--- src/rtl/mmio_timer.sv ---
// Byte-addressed 64-bit timer peripheral with compare interrupt.
// Reads of mtime byte 0 snapshot the upper bytes so a multi-byte read is never torn.
module mmio_timer #(
   parameter int ADDR_WIDTH = 5,
   parameter int PRESCALE   = 1
) (
   input  logic                  clk,
   input  logic                  rst_n,
   input  logic                  rdy_in,
   input  logic                  en_in,
   input  logic                  r_nw_in,
   input  logic [ADDR_WIDTH-1:0] a_in,
   input  logic [7:0]            d_in,
   output logic [7:0]            d_out,
   input  logic                  irq_ack_in,
   output logic                  timer_interrupt
);

   localparam logic [15:0]           PCNT_LAST   = 16'(PRESCALE - 1);
   localparam logic [ADDR_WIDTH-1:0] CTRL_ADDR   = ADDR_WIDTH'(16);
   localparam logic [ADDR_WIDTH-1:0] STATUS_ADDR = ADDR_WIDTH'(17);

   logic [63:0] mtime;
   logic [63:0] mtimecmp;
   logic [63:0] mtime_next;
   logic [63:8] shadow;
   logic [63:0] shadow_full;
   logic [15:0] pcnt;
   logic [1:0]  ctrl;
   logic        pending;
   logic        match_q;
   logic        rd_en;
   logic        wr_en;
   logic        sel_mtime;
   logic        sel_cmp;
   logic        sel_ctrl;
   logic        sel_status;
   logic [2:0]  byte_sel;
   logic        advance;
   logic        tick;
   logic        match;
   logic        match_rise;
   logic        irq_clear;
   logic [7:0]  rd_data;

   assign rd_en       = en_in & r_nw_in;
   assign wr_en       = en_in & ~r_nw_in;
   assign byte_sel    = a_in[2:0];
   assign sel_mtime   = (a_in >> 3) == ADDR_WIDTH'(0);
   assign sel_cmp     = (a_in >> 3) == ADDR_WIDTH'(1);
   assign sel_ctrl    = a_in == CTRL_ADDR;
   assign sel_status  = a_in == STATUS_ADDR;
   assign shadow_full = {shadow, 8'h00};

   assign advance    = ctrl[0] & rdy_in;
   assign tick       = advance & (pcnt == PCNT_LAST);
   assign match      = mtime >= mtimecmp;
   assign match_rise = match & ~match_q & ctrl[1];
   assign irq_clear  = irq_ack_in | (wr_en & sel_status & d_in[0]);

   // A bus write to an mtime byte overrides the increment of the same cycle.
   always_comb begin
      mtime_next = tick ? mtime + 64'd1 : mtime;
      if (wr_en && sel_mtime) begin
         mtime_next = mtime;
         mtime_next[{byte_sel, 3'b000} +: 8] = d_in;
      end
   end

   always_comb begin
      rd_data = 8'h00;
      if (sel_mtime)
         rd_data = (byte_sel == 3'd0) ? mtime[7:0] : shadow_full[{byte_sel, 3'b000} +: 8];
      else if (sel_cmp)
         rd_data = mtimecmp[{byte_sel, 3'b000} +: 8];
      else if (sel_ctrl)
         rd_data = {6'b0, ctrl};
      else if (sel_status)
         rd_data = {7'b0, pending};
   end

   always_ff @(posedge clk or negedge rst_n) begin
      if (!rst_n) begin
         mtime    <= '0;
         mtimecmp <= '1;
         ctrl     <= '0;
         pcnt     <= '0;
      end else begin
         mtime <= mtime_next;
         if (advance)
            pcnt <= tick ? 16'd0 : pcnt + 16'd1;
         if (wr_en && sel_cmp)
            mtimecmp[{byte_sel, 3'b000} +: 8] <= d_in;
         if (wr_en && sel_ctrl)
            ctrl <= d_in[1:0];
      end
   end

   // Rewriting mtimecmp re-arms the edge detector so an already-passed compare fires again.
   always_ff @(posedge clk or negedge rst_n) begin
      if (!rst_n) begin
         match_q         <= 1'b0;
         pending         <= 1'b0;
         timer_interrupt <= 1'b0;
      end else begin
         match_q <= (wr_en && sel_cmp) ? 1'b0 : match;
         if (match_rise)
            pending <= 1'b1;
         else if (irq_clear)
            pending <= 1'b0;
         timer_interrupt <= pending & ctrl[1];
      end
   end

   always_ff @(posedge clk or negedge rst_n) begin
      if (!rst_n) begin
         d_out  <= 8'h00;
         shadow <= '0;
      end else if (rd_en) begin
         d_out <= rd_data;
         if (sel_mtime && byte_sel == 3'd0)
            shadow <= mtime[63:8];
      end
   end

endmodule

--- config.mk ---
export PLATFORM = sky130hd
export DESIGN_NAME = mmio_timer
export DESIGN_NICKNAME = d
export VERILOG_FILES = /design/src/rtl/mmio_timer.sv
export SDC_FILE = /design/constraint.sdc
export NUM_CORES = 1
export LEC_CHECK = 0
export CORE_ASPECT_RATIO = 0.75
export CORE_MARGIN = 5
export CORE_UTILIZATION = 45
export CTS_CLUSTER_SIZE = 14
export DETAILED_ROUTE_END_ITERATION = 10
export HOLD_SLACK_MARGIN = 0.12
export REMOVE_ABC_BUFFERS = 1
export SETUP_SLACK_MARGIN = 0.3
export SYNTH_ARGS = -nofsm -noshare
export SYNTH_HDL_FRONTEND = slang
export SYNTH_SLANG_ARGS = --single-unit
--- constraint.sdc ---
create_clock -name clk -period 5.9 [get_ports clk]
set_clock_uncertainty 0.1 [all_clocks]
set_input_delay 0.885 -clock clk [delete_from_list [all_inputs] [get_ports clk]]
set_output_delay 0.885 -clock clk [all_outputs]
set_load 0.01 [all_outputs]
==> run_results.csv <==
group,metric,value,unit
drt,dr_total_vias,10800,
placed_design,dpl-instance-area,0.0135,mm²
grt,grt.overflow.total,0,
clock_tree,hold_buffers,0,
timing,maxSlewHeadroom,0.253,
floorplan,ios,28,
floorplan,start_util,0.457,
power_and_ir_drop,netSwitchingPower,1.05,mW
power_and_ir_drop,intPower,2.71,mW
synthesis,syn_area_per_cell,9.64,µm²
placed_design,portBuffers,27,
timing,worstMarginPinSlew,1.11,ns
floorplan,fp-row-count,53,
clock_tree,cts_buffers,23,
timing,grt_setup_unrepaired,"false",
placed_design,routabilityCongestion,0.965,
floorplan,core,0.0280,mm²
synthesis,synth_top_cell_area_share,0.292,
timing,tns,0,ns
drt,drc,0,
synthesis,yosysWarningCount,0,
clock_tree,clock-root-buffer,"clkbuf_16",
worst_setup_path,cpPeakStageDelay,0.88,ns
grt,antenna_found_initial,2,
drt,post_drt_wl_per_cell,24.6,µm
layout,utilization,0.509,
synthesis,synth_area,0.0128,mm²
min_path,min_path_type,"input pin to asynchronous set/reset pin",
power_and_ir_drop,total_power,3.77,mW
clock_tree,clk_path_buf_depth,3,
synthesis,synth_common_cells,"178 x nand2_1, 149 x dfrtp_1, 95 x o21ai_0, 84 x mux2_2, 80 x inv_1",
timing,setup_viol_count_final,0,
synthesis,ys.flop_type,"dfrtp_1",
status,outcome,"finished clean",
placed_design,hpwl,30900,µm
drt,drt_wl_total,42600,µm
timing,clock.fmax,0.229,GHz
power_and_ir_drop,power_leakage,5.78,nW
power_and_ir_drop,combPwrFrac,0.137,
worst_setup_path,worstPathArrival,4.68,ns
worst_setup_path,path_class,"input pin to flip-flop",
timing,period_needed,4.37,ns
worst_setup_path,worst_r2r_path_depth,6,
grt,grt_pass1_wl,64700,µm
clock_tree,cts_tree,"yes",
floorplan,die_h,156,µm
worst_setup_path,cpMaxStageDelayCell,"nor3b_1",
power_and_ir_drop,swShare,0.280,
clock_tree,cts_resized,0,
layout,area_delta_synth_final,11.4,%
power_and_ir_drop,seqPwrFrac,0.459,
worst_setup_path,critPathRequiredTime,6.21,ns
grt,grt_max_degree,113,
synthesis,synth.distinct_cells,68,
drt,vias_per_cell,6.24,
clock_tree,clk_latency,0.54,ns
grt,grt_usage,0.267,
drt,postRouteAntennaNets,0,
timing,drv_slew,0,
layout,seq_area,0.00541,mm²
worst_setup_path,worst-path-stages,8,
synthesis,synthCells,1326,
drt,first_pass_iters,5,
timing,hold_viol,0,
worst_setup_path,cp-start-kind,"input pin",
synthesis,ys_seq_elements,213,
layout,multi_input_area,0.00682,mm²
synthesis,synth_most_common_cell,"nand2_1",
worst_setup_path,critPathTopFamily,"simple AND/OR/NAND/NOR gates",
placed_design,place_ws,1.10,ns
job,drv_cap,0,
layout,num-fill-cells,2603,
timing,worst_slack,1.53,ns
worst_setup_path,cp-end-kind,"flip-flop",
layout,antennaDiodeCount,0,
clock_tree,clk_pin_slew,0.06,ns
worst_setup_path,cp_cell_sequence,"clkdlybuf4s50_1 -> buf_4 -> clkinv_1 -> ha_1 -> nor3b_1 -> nor2b_4 -> buf_12 -> mux2_2",
worst_setup_path,worst-path-buf-inv,4,
grt,grt_pass1_vias,10300,
clock_tree,htree_levels,1,
synthesis,async_reset_ff_frac,1.00,
clock_tree,cts_setup_buffers,0,
drt,detail_route.iter0.violations,1243,
layout,fin_nets,1420,
layout,stdcell_area,0.0142,mm²
power_and_ir_drop,power.density,265,mW/mm²
power_and_ir_drop,ir_drop,0.209,mV
timing,finalCritPeriodShare,0.740,
synthesis,synth_largest_area_cell,"dfrtp_1",
layout,drive_above_1_share,0.181,
worst_setup_path,critPathMaxFanout,32,
floorplan,die_width,205,µm
power_and_ir_drop,clkPwrFrac,0.404,
clock_tree,clock-sinks,213,
synthesis,synth_area_leaders,"dfrtp_1 29%, dfstp_2 13%, mux2_2 7.4%",
synthesis,yosysSeqAreaShare,0.423,
floorplan,die-area,0.0319,mm²
synthesis,synth-edff-count,0,
[worst register-to-register path, cell delays in order, from the launching register on]
cell     delay (ns)
dfrtp_1        0.52
nand4_1        0.22
or4_1          0.84
nor4_4         1.02
nand3_2        0.37
or4_1          0.50
nand3_1        0.12
[final cells by class]
type	count	share of cell area
clock buffers	31	0.0460
clock inverters	10	0.00896
inverters	81	0.0213
multi-input cells	965	0.478
flip-flops and latches	213	0.380
well taps	385	0.0338
repair buffers	45	0.0316
[final timing paths]
check                                   to  slack [ns]  startpoint
worst max register to register   mtime[46]        2.14    mtime[9]
min in group clk                  pcnt[15]        0.38    pcnt[15]
max in group asynchronous        mtime[56]        4.37       rst_n
worst min-delay path               pcnt[7]        0.24       rst_n
worst min register to register    pcnt[15]        0.38    pcnt[15]
worst max-delay path            shadow[60]        1.53     a_in[2]
[metrics by stage]
| stage | hold slack, ns | std cells |
|---|---|---|
| floorplan | 0.347 | 1259 |
| global placement | 0.366 | 1689 |
| detailed placement | 0.372 | 1689 |
| CTS | 0.297 | 1730 |
| global route | 0.326 | 1730 |
| finish | 0.241 | 1730 |
[power groups by stage]
stage	clock (mW)	combinational, mW	sequential (mW)
floorplan	0	0.312	1.69
global placement	0	0.493	1.75
detailed placement	0	0.508	1.75
CTS	1.55	0.511	1.72
global route	1.61	0.573	1.74
finish	1.52	0.517	1.73
[per-layer routing]
metal | vias to the layer above | wire length, µm | GRT usage
met3 | 81 | 5220 | 0.0908
met1 | 5336 | 19700 | 0.414
met2 | 514 | 16600 | 0.358
li1 | 4861 | - | -
met4 | 0 | 1060 | 0.0568
met5 | - | 0 | 0
[flip-flops by register name, indices dropped and copies added, names as in the netlist]
register,flops
timer_interrupt,1
mtime,64
pcnt,16
d_out,8
mtimecmp,64
ctrl,2
match_q,1
pending,1
shadow,56
[cell usage in the layout, fill, tap and decap left out, types with 19 or more instances in the layout]
cell / count
nand4_1: 40
clkdlybuf4s50_1: 24
clkbuf_16: 23
nand2_1: 178
ha_1: 72
o211ai_1: 19
a221oi_1: 19
nor3_1: 20
a21oi_1: 65
nor2_1: 79
mux4_2: 24
dfrtp_1: 149
dfstp_2: 64
nand3_1: 56
mux2_2: 84
inv_1: 80
o21ai_0: 95
[cell families (layout without fill, tap and decap cells)]
logic type | after synthesis | count (layout) | synth area share
AO/OA/AOI/OAI | 277 | 277 | 0.136
XOR/XNOR | 22 | 22 | 0.0151
adder cells (fa/ha/maj) | 72 | 72 | 0.0705
buffers and inverters | 148 | 167 | 0.0451
flip-flops | 213 | 213 | 0.423
multiplexers | 122 | 122 | 0.127
AND/OR/NAND/NOR | 472 | 472 | 0.183
(Power assumes the default switching activity.)
